===== src/rtl/alu_result_stage.sv =====
// Purpose : registered result/flag stage after the CLA adder; 2-entry skid FIFO with Z/N/C/V per entry.
// Latency : 1 cycle; an entry pushed into an empty stage is on the outputs right after its capture edge.
// Backpres: in_ready = (count != 2) from registered state only; the head entry is held while out_ready=0.
//
// Ports:
//   clk, rst            rising-edge clock, synchronous active-high reset
//   in_valid/in_ready   upstream handshake; sum/cout/a_msb/b_msb are the adder outputs and operand sign bits
//   out_valid/out_ready downstream handshake; result and flag_z/n/c/v present the head entry
// Optional (macro ALU_STICKY_OVF_EN): clr_sticky input, sticky_v output (sticky signed-overflow flag).
module alu_result_stage #(
    parameter int N = 8
) (
    input  logic         clk,
    input  logic         rst,
    input  logic         in_valid,
    output logic         in_ready,
    input  logic [N-1:0] sum,
    input  logic         cout,
    input  logic         a_msb,
    input  logic         b_msb,
    output logic         out_valid,
    input  logic         out_ready,
    output logic [N-1:0] result,
    output logic         flag_z,
    output logic         flag_n,
    output logic         flag_c,
    output logic         flag_v
`ifdef ALU_STICKY_OVF_EN
    ,
    input  logic         clr_sticky,
    output logic         sticky_v
`endif
);

    typedef struct packed {
        logic [N-1:0] sum;
        logic         z;
        logic         n;
        logic         c;
        logic         v;
    } entry_t;

    entry_t     mem [2];
    logic       head;
    logic       tail;
    logic [1:0] count;

    // Output register mirrors the head entry; it is only reloaded when the
    // stage will be non-empty, so it keeps the last popped entry when empty.
    entry_t     out_q;

    entry_t     in_entry;
    entry_t     head_entry_next;
    logic       push;
    logic       pop;
    logic       next_head;
    logic [1:0] next_count;

    always_comb begin
        in_entry.sum = sum;
        in_entry.z   = (sum == '0);
        in_entry.n   = sum[N-1];
        in_entry.c   = cout;
        // Signed overflow: operands share a sign and the sum's sign differs.
        in_entry.v   = (a_msb == b_msb) && (sum[N-1] != a_msb);
    end

    assign in_ready  = (count != 2'd2);
    assign out_valid = (count != 2'd0);
    assign push      = in_valid && in_ready;
    assign pop       = out_valid && out_ready;

    always_comb begin
        next_head  = pop ? ~head : head;
        next_count = count;
        case ({push, pop})
            2'b10:   next_count = count + 2'd1;
            2'b01:   next_count = count - 2'd1;
            default: next_count = count;
        endcase
        // The entry being written this cycle may itself become the new head
        // (empty push, or push+pop at count 1), so bypass it in that case.
        if (push && (tail == next_head)) begin
            head_entry_next = in_entry;
        end else begin
            head_entry_next = mem[next_head];
        end
    end

    always_ff @(posedge clk) begin
        if (rst) begin
            mem[0] <= '0;
            mem[1] <= '0;
            head   <= 1'b0;
            tail   <= 1'b0;
            count  <= 2'd0;
            out_q  <= '0;
        end else begin
            if (push) begin
                mem[tail] <= in_entry;
                tail      <= ~tail;
            end
            head  <= next_head;
            count <= next_count;
            if (next_count != 2'd0) begin
                out_q <= head_entry_next;
            end
        end
    end

    assign result = out_q.sum;
    assign flag_z = out_q.z;
    assign flag_n = out_q.n;
    assign flag_c = out_q.c;
    assign flag_v = out_q.v;

`ifdef ALU_STICKY_OVF_EN
    // A popped overflow takes priority over a simultaneous clear.
    always_ff @(posedge clk) begin
        if (rst) begin
            sticky_v <= 1'b0;
        end else if (pop && out_q.v) begin
            sticky_v <= 1'b1;
        end else if (clr_sticky) begin
            sticky_v <= 1'b0;
        end
    end
`endif

endmodule


===== config.mk =====
export PLATFORM = sky130hd
export DESIGN_NAME = alu_result_stage
export DESIGN_NICKNAME = d
export VERILOG_FILES = /design/src/rtl/alu_result_stage.sv
export SDC_FILE = /design/constraint.sdc
export NUM_CORES = 1
export LEC_CHECK = 0
export ABC_AREA = 1
export BUFFER_PORTS_ARGS = -buffer_cell sky130_fd_sc_hd__buf_2
export CORE_MARGIN = 2
export CORE_UTILIZATION = 60
export CTS_CLUSTER_DIAMETER = 150
export DETAILED_ROUTE_END_ITERATION = 8
export GPL_TIMING_DRIVEN = 0
export HOLD_SLACK_MARGIN = 0.12
export PLACE_DENSITY = 0.88
export SETUP_SLACK_MARGIN = 0.4
export SYNTH_ARGS = -nofsm -noshare
export SYNTH_HDL_FRONTEND = slang
export SYNTH_SLANG_ARGS = --single-unit

===== constraint.sdc =====
create_clock -name clk -period 3.2 [get_ports clk]
set_input_delay 0.32 -clock clk [delete_from_list [all_inputs] [get_ports clk]]
set_output_delay 0.32 -clock clk [all_outputs]
set_load 0.1 [all_outputs]

==> results of run 1 <==
==> layout by cell type (no fill, tap or decap) <==
master	instances
nand2_2	5
o21ai_1	1
xnor2_1	1
a21oi_1	2
edfxtp_1	22
ha_1	1
clkbuf_1	3
nand4_1	2
dfxtp_1	15
buf_4	3
nor2_4	1
nand2_1	54
nand3_2	2
nand3_1	41
inv_2	2
nor2_1	48
clkinv_2	2
buf_6	2
xor2_1	1
clkbuf_4	5
inv_4	1
inv_1	30
buf_2	32
==> final cells by class <==
cell class	count	share of cell area, %
Timing Repair Buffer	27	6.432
Inverter	32	5.718
Clock buffer	5	1.787
Multi-Input combinational cell	159	33.71
Clock inverter	3	0.7743
Buffer	13	3.871
Sequential cell	37	45.74
Tap cell	33	1.965
==> registers in the layout, summed over array words and instances, names as in the netlist <==
name,flops
mem,22
flag_v,1
count,2
head,1
flag_n,1
tail,1
flag_c,1
flag_z,1
result,7
==> logic make-up (layout without fill, tap and decap cells) <==
group	Yosys count	count (layout)	share of synthesized area, %
adder cells (fa/ha/maj)	1	1	0.6688
flip-flops	37	37	51.37
buffers and inverters	45	80	10.77
XOR/XNOR	2	2	0.9366
AND/OR/NAND/NOR	153	153	35.45
AO/OA/AOI/OAI	3	3	0.8024
==> path summary, 6_finish.rpt <==
kind	startpoint	end	slack, ns	depth (start not counted)
max reg2reg	count[0]	flag_v	1.19	12
min reg2reg	result[6]	result[6]	0.49	2
max	count[0]	flag_v	1.19	12
min	sum[1]	result[1]	0.31	5
==> metrics by stage <==
step	cell area [µm²]	cells
5_1_grt	2101	309
2_1_floorplan	1871	241
3_3_place_gp	2047	301
3_5_place_dp	2047	301
4_1_cts	2101	309
6_report	2101	309
==> worst max-delay path, stage by stage, from the launching register on <==
cell and delay [ns]:
dfxtp_1 0.37, o21ai_1 0.24, inv_1 0.08, ha_1 0.31, inv_1 0.04, nand3_1 0.08, xor2_1 0.17, inv_2 0.07
nand2_2 0.08, buf_2 0.23, nand3_1 0.12, nand2_1 0.08, inv_1 0.04
==> per-layer routing <==
metal / share of wire, % / vias up / track usage [%]
met5: 0 / - / 0
met4: 2.1 / 0 / 12.70
met3: 5.8 / 10 / 7.143
met2: 49 / 69 / 40.53
met1: 43 / 737 / 27.35
li1: - / 822 / -
==> reports/results.ini, run 1 <==
[routing]
post_drt_wl_per_cell_um = 12.57
vias = 1638
firstDrtPassIters = 4
drtAntennaViolNets = 0
drc = 0
viasPerCell = 5.301
drtIter0Drc = 118
wirelength_um = 3883

[grt]
grt_use_total_pct = 24.08
grt_pass1_wl_um = 6203
antenna_found_initial = 0
grt_start_max_net_pins = 13
grt_overflow = 0
grt_pass1_vias = 1455

[finish]
regArea_um2 = 960.9
nets = 291
antennaDiodeCount = 0
synthToLayoutAreaGrowth_pct = 12.31
final_util_pct = 69.96
n_fill_cell = 251
multi_input_area_um2 = 708.2
drive_gt1_share_pct = 19.93

[logic_synthesis]
yosysTopAreaCell = edfxtp_1
synth-edff-count = 22
syn_area_per_cell_um2 = 7.762
netlist.area_leader.share_pct = 35.32
synthArstFlopShare_pct = 0
yosysSeqAreaShare_pct = 51.37
synth_common_cells = 54 x nand2_1, 48 x nor2_1, 41 x nand3_1
ys.flop_type = edfxtp_1
netlist_top_cells_area = edfxtp_1 35%, dfxtp_1 16%, nand3_1 11%, nand2_1 11%, nor2_1 9.6%
yosys_warnings = 0
yosysMostFrequentCell = nand2_1
synth_area_um2 = 1871
ys_types = 20
netlist_instances = 241
synth.ff_latch_count = 37
synth_nets = 257

[timing]
slew_headroom_pct = 67.25
setup_violations = 0
whs_ns = 0.3110
min_period_over_period_pct = 62.79
rsz0062_at_grt = false
hold_viol = 0
finClkSkew_ns = 0.01647
slew_viol_final = 0
fin_setup_tns_ns = 0
max_freq_ghz = 0.4977
setup_ws_ns = 1.191
finalCriticalPeriod_ns = 2.009
tightest_slew_ns = 0.4901

[critical_path]
crit_fanout = 10
critPathCaptureType = register
worst_ep_required_time_ns = 3.46
critPathLaunchType = register
crit_type = register to register
arrival_ns = 2.27

[clock_tree]
cts_tree = built
ctsHoldBuffers = 0
insertion_delay_ns = 0.35
cts_sinks = 37
path_clk_slew_ns = 0.12
cts_made_buffers = 5
post-cts-setup-buffers = 0
cts-resized-gates = 0
clock-root-buffer = clkbuf_4
htreeDepth = 2
ctsLongestPathBuffers = 2

[placement]
dp_slack_ns = 1.113
place_congestion = 0.8613
port_buffers = 27
dp_hpwl_um = 2850

[floorplan]
initial_utilization_pct = 62.29
die_width_um = 59.84
core_um2 = 3003
die-area_um2 = 3580
rows = 20
io_pins = 29
die_h_um = 59.84

[run]
max_cap_violations = 0

[hold_path]
min_path_type = input port to register

[status]
outcome = finished clean

Power of run 1 is not shown: default switching activity piles up to over one toggle a cycle in this logic, so the estimate is an artifact.
==> run 2: changes to the inputs <==
CORE_UTILIZATION = 56   (was 60)
PLACE_DENSITY = 0.83   (was 0.88)
clock period = 2.1 ns   (was 3.2 ns; I/O delays follow)
==> reports/results.ini, run 2 (synthesis results as in run 1) <==
[floorplan]
die-area_um2 = 3819  ; +6.7%
die_width_um = 61.80  ; +3.3%
io_pins = 29  ; unchanged
initial_utilization_pct = 60.28  ; -2.0 points
core_um2 = 3103  ; +3.3%
rows = 20  ; unchanged
die_h_um = 61.80  ; +3.3%

[clock_tree]
insertion_delay_ns = 0.36  ; about the same
htreeDepth = 2  ; unchanged
cts_tree = built
cts_made_buffers = 5  ; unchanged
cts_sinks = 37  ; unchanged
clock-root-buffer = clkbuf_4
path_clk_slew_ns = 0.13  ; about the same
ctsLongestPathBuffers = 2  ; unchanged
ctsHoldBuffers = 0  ; unchanged

[hold_path]
whs_path_depth = 3  ; -2
min_from = cout
min_path_type = input port to register

[critical_path]
arrival_ns = 2.13  ; -0.14 ns
startpoint = count[0]
crit_fanout = 5  ; -5
crit_type = register to register
critPathLaunchType = register
rrSetupSlack_ns = 0.29  ; -0.90 ns
reg2reg_from = count[0]
critPathCaptureType = register
worst_ep_required_time_ns = 2.42  ; -1.04 ns
r2r_cells = 13  ; +1

[run]
max_cap_violations = 0  ; unchanged

[placement]
place_congestion = 0.8325  ; -3.3%
dp_hpwl_um = 2907  ; +2.0%
port_buffers = 27  ; unchanged

[finish]
multi_input_area_um2 = 854.6  ; +21%
final_cell_mix = 51 x nand2_1, 39 x nor2_1, 35 x nand3_1, 31 x buf_2, 27 x inv_1
regMostFlops = mem
antennaDiodeCount = 0  ; unchanged
nets = 300  ; +3.1%
synthToLayoutAreaGrowth_pct = 28.16
final_common_cell = nand2_1
drive_gt1_share_pct = 31.58  ; +12 points
largest_register_ffs = 22  ; unchanged
n_fill_cell = 235  ; -6.4%
regArea_um2 = 968.4  ; +0.78%

[routing]
vias = 1686  ; +2.9%
wirelength_um = 4562  ; +17%
drtIter0Drc = 128  ; +8.5%
post_drt_wl_per_cell_um = 13.87  ; +10%
viasPerCell = 5.125  ; -3.3%
drtAntennaViolNets = 0  ; unchanged
firstDrtPassIters = 5  ; +1
drc = 0  ; unchanged

[timing]
setup_violations = 0  ; unchanged
finClkSkew_ns = 0.01151  ; -0.004952 ns
tightest_slew_ns = 0.4930  ; +0.002931 ns
finalCriticalPeriod_ns = 1.808  ; -0.2018 ns
max_freq_ghz = 0.5532  ; +11%
min_period_over_period_pct = 86.07  ; +23 points
slew_viol_final = 0  ; unchanged
hold_viol = 0  ; unchanged
rsz0062_at_grt = true
fin_setup_tns_ns = 0  ; unchanged
slew_headroom_pct = 67.36  ; +0.11 points

[grt]
antenna_found_initial = 0  ; unchanged
grt_pass1_vias = 1486  ; +2.1%
grt_pass1_wl_um = 6734  ; +8.6%
grt_use_total_pct = 24.91  ; +0.83 points
grt_start_max_net_pins = 14  ; +1
grt_overflow = 0  ; unchanged

[status]
outcome = finished clean

-- run 2: changes by cell type in the layout (fill, tap and decap cells not counted), sizes merged --
cell    change
buf         +8
clkbuf      +2
clkinv      -1
-- run 2: cell type report --
cell class / instances / share of cell area, %
buffer: 13 / 3.862
clock buffer: 6 / 2.610
clock inverter: 2 / 0.6263
inverter: 32 / 5.219
multi-input combinational: 159 / 35.65
sequential: 37 / 40.40
tap: 44 / 2.296
timing repair buffer: 36 / 9.342
-- run 2: stage by stage --
step | instances | hold slack [ns] | utilization [%] | area [µm²] | worst slack (ns)
after floorplan | 241 | 0.3999 | - | 1944 | 0.3505
after global routing | 329 | 0.1881 | 77.26 | 2397 | 0.2001
final | 329 | 0.1878 | 77.26 | 2397 | 0.2925
after CTS | 324 | 0.1911 | 72.82 | 2260 | 0.3749
after detailed placement | 312 | 0.4792 | 68.79 | 2135 | 0.2376
after global placement | 312 | 0.4709 | 68.79 | 2135 | 0.2305
-- run 2: worst max-delay path, cell delays in order, from the launching register on --
cell	delay, ns
dfxtp_4	0.39
o21ai_4	0.16
inv_2	0.06
ha_4	0.27
inv_2	0.03
nand3_2	0.05
xor2_1	0.19
inv_2	0.08
nand2_4	0.12
clkbuf_16	0.16
nor2_1	0.04
nor2_1	0.10
nand2_1	0.06
inv_1	0.05
-- run 2: per-layer routing --
metal  GRT usage (%)  wire length (µm)
met4           11.25                75
met2           41.05              2326
met3           4.141               271
met5               0                 0
met1           32.31              1889
-- run 2: path summary, 6_finish.rpt --
kind | endpoint
setup / recovery | result[5]
hold / removal | mem[1][1]
setup reg to reg | result[5]
hold reg to reg | result[6]
-- run 2: what timing repair did --
action / CTS / global route
endpoints found under the hold margin: 0 / 0
pin swaps: 1 / 10
resized for setup: 8 / 22
endpoints found under the setup margin: 33 / 33
setup buffers: 3 / 4
cloned: 1 / 1
Power of run 2 is left out for the same reason.
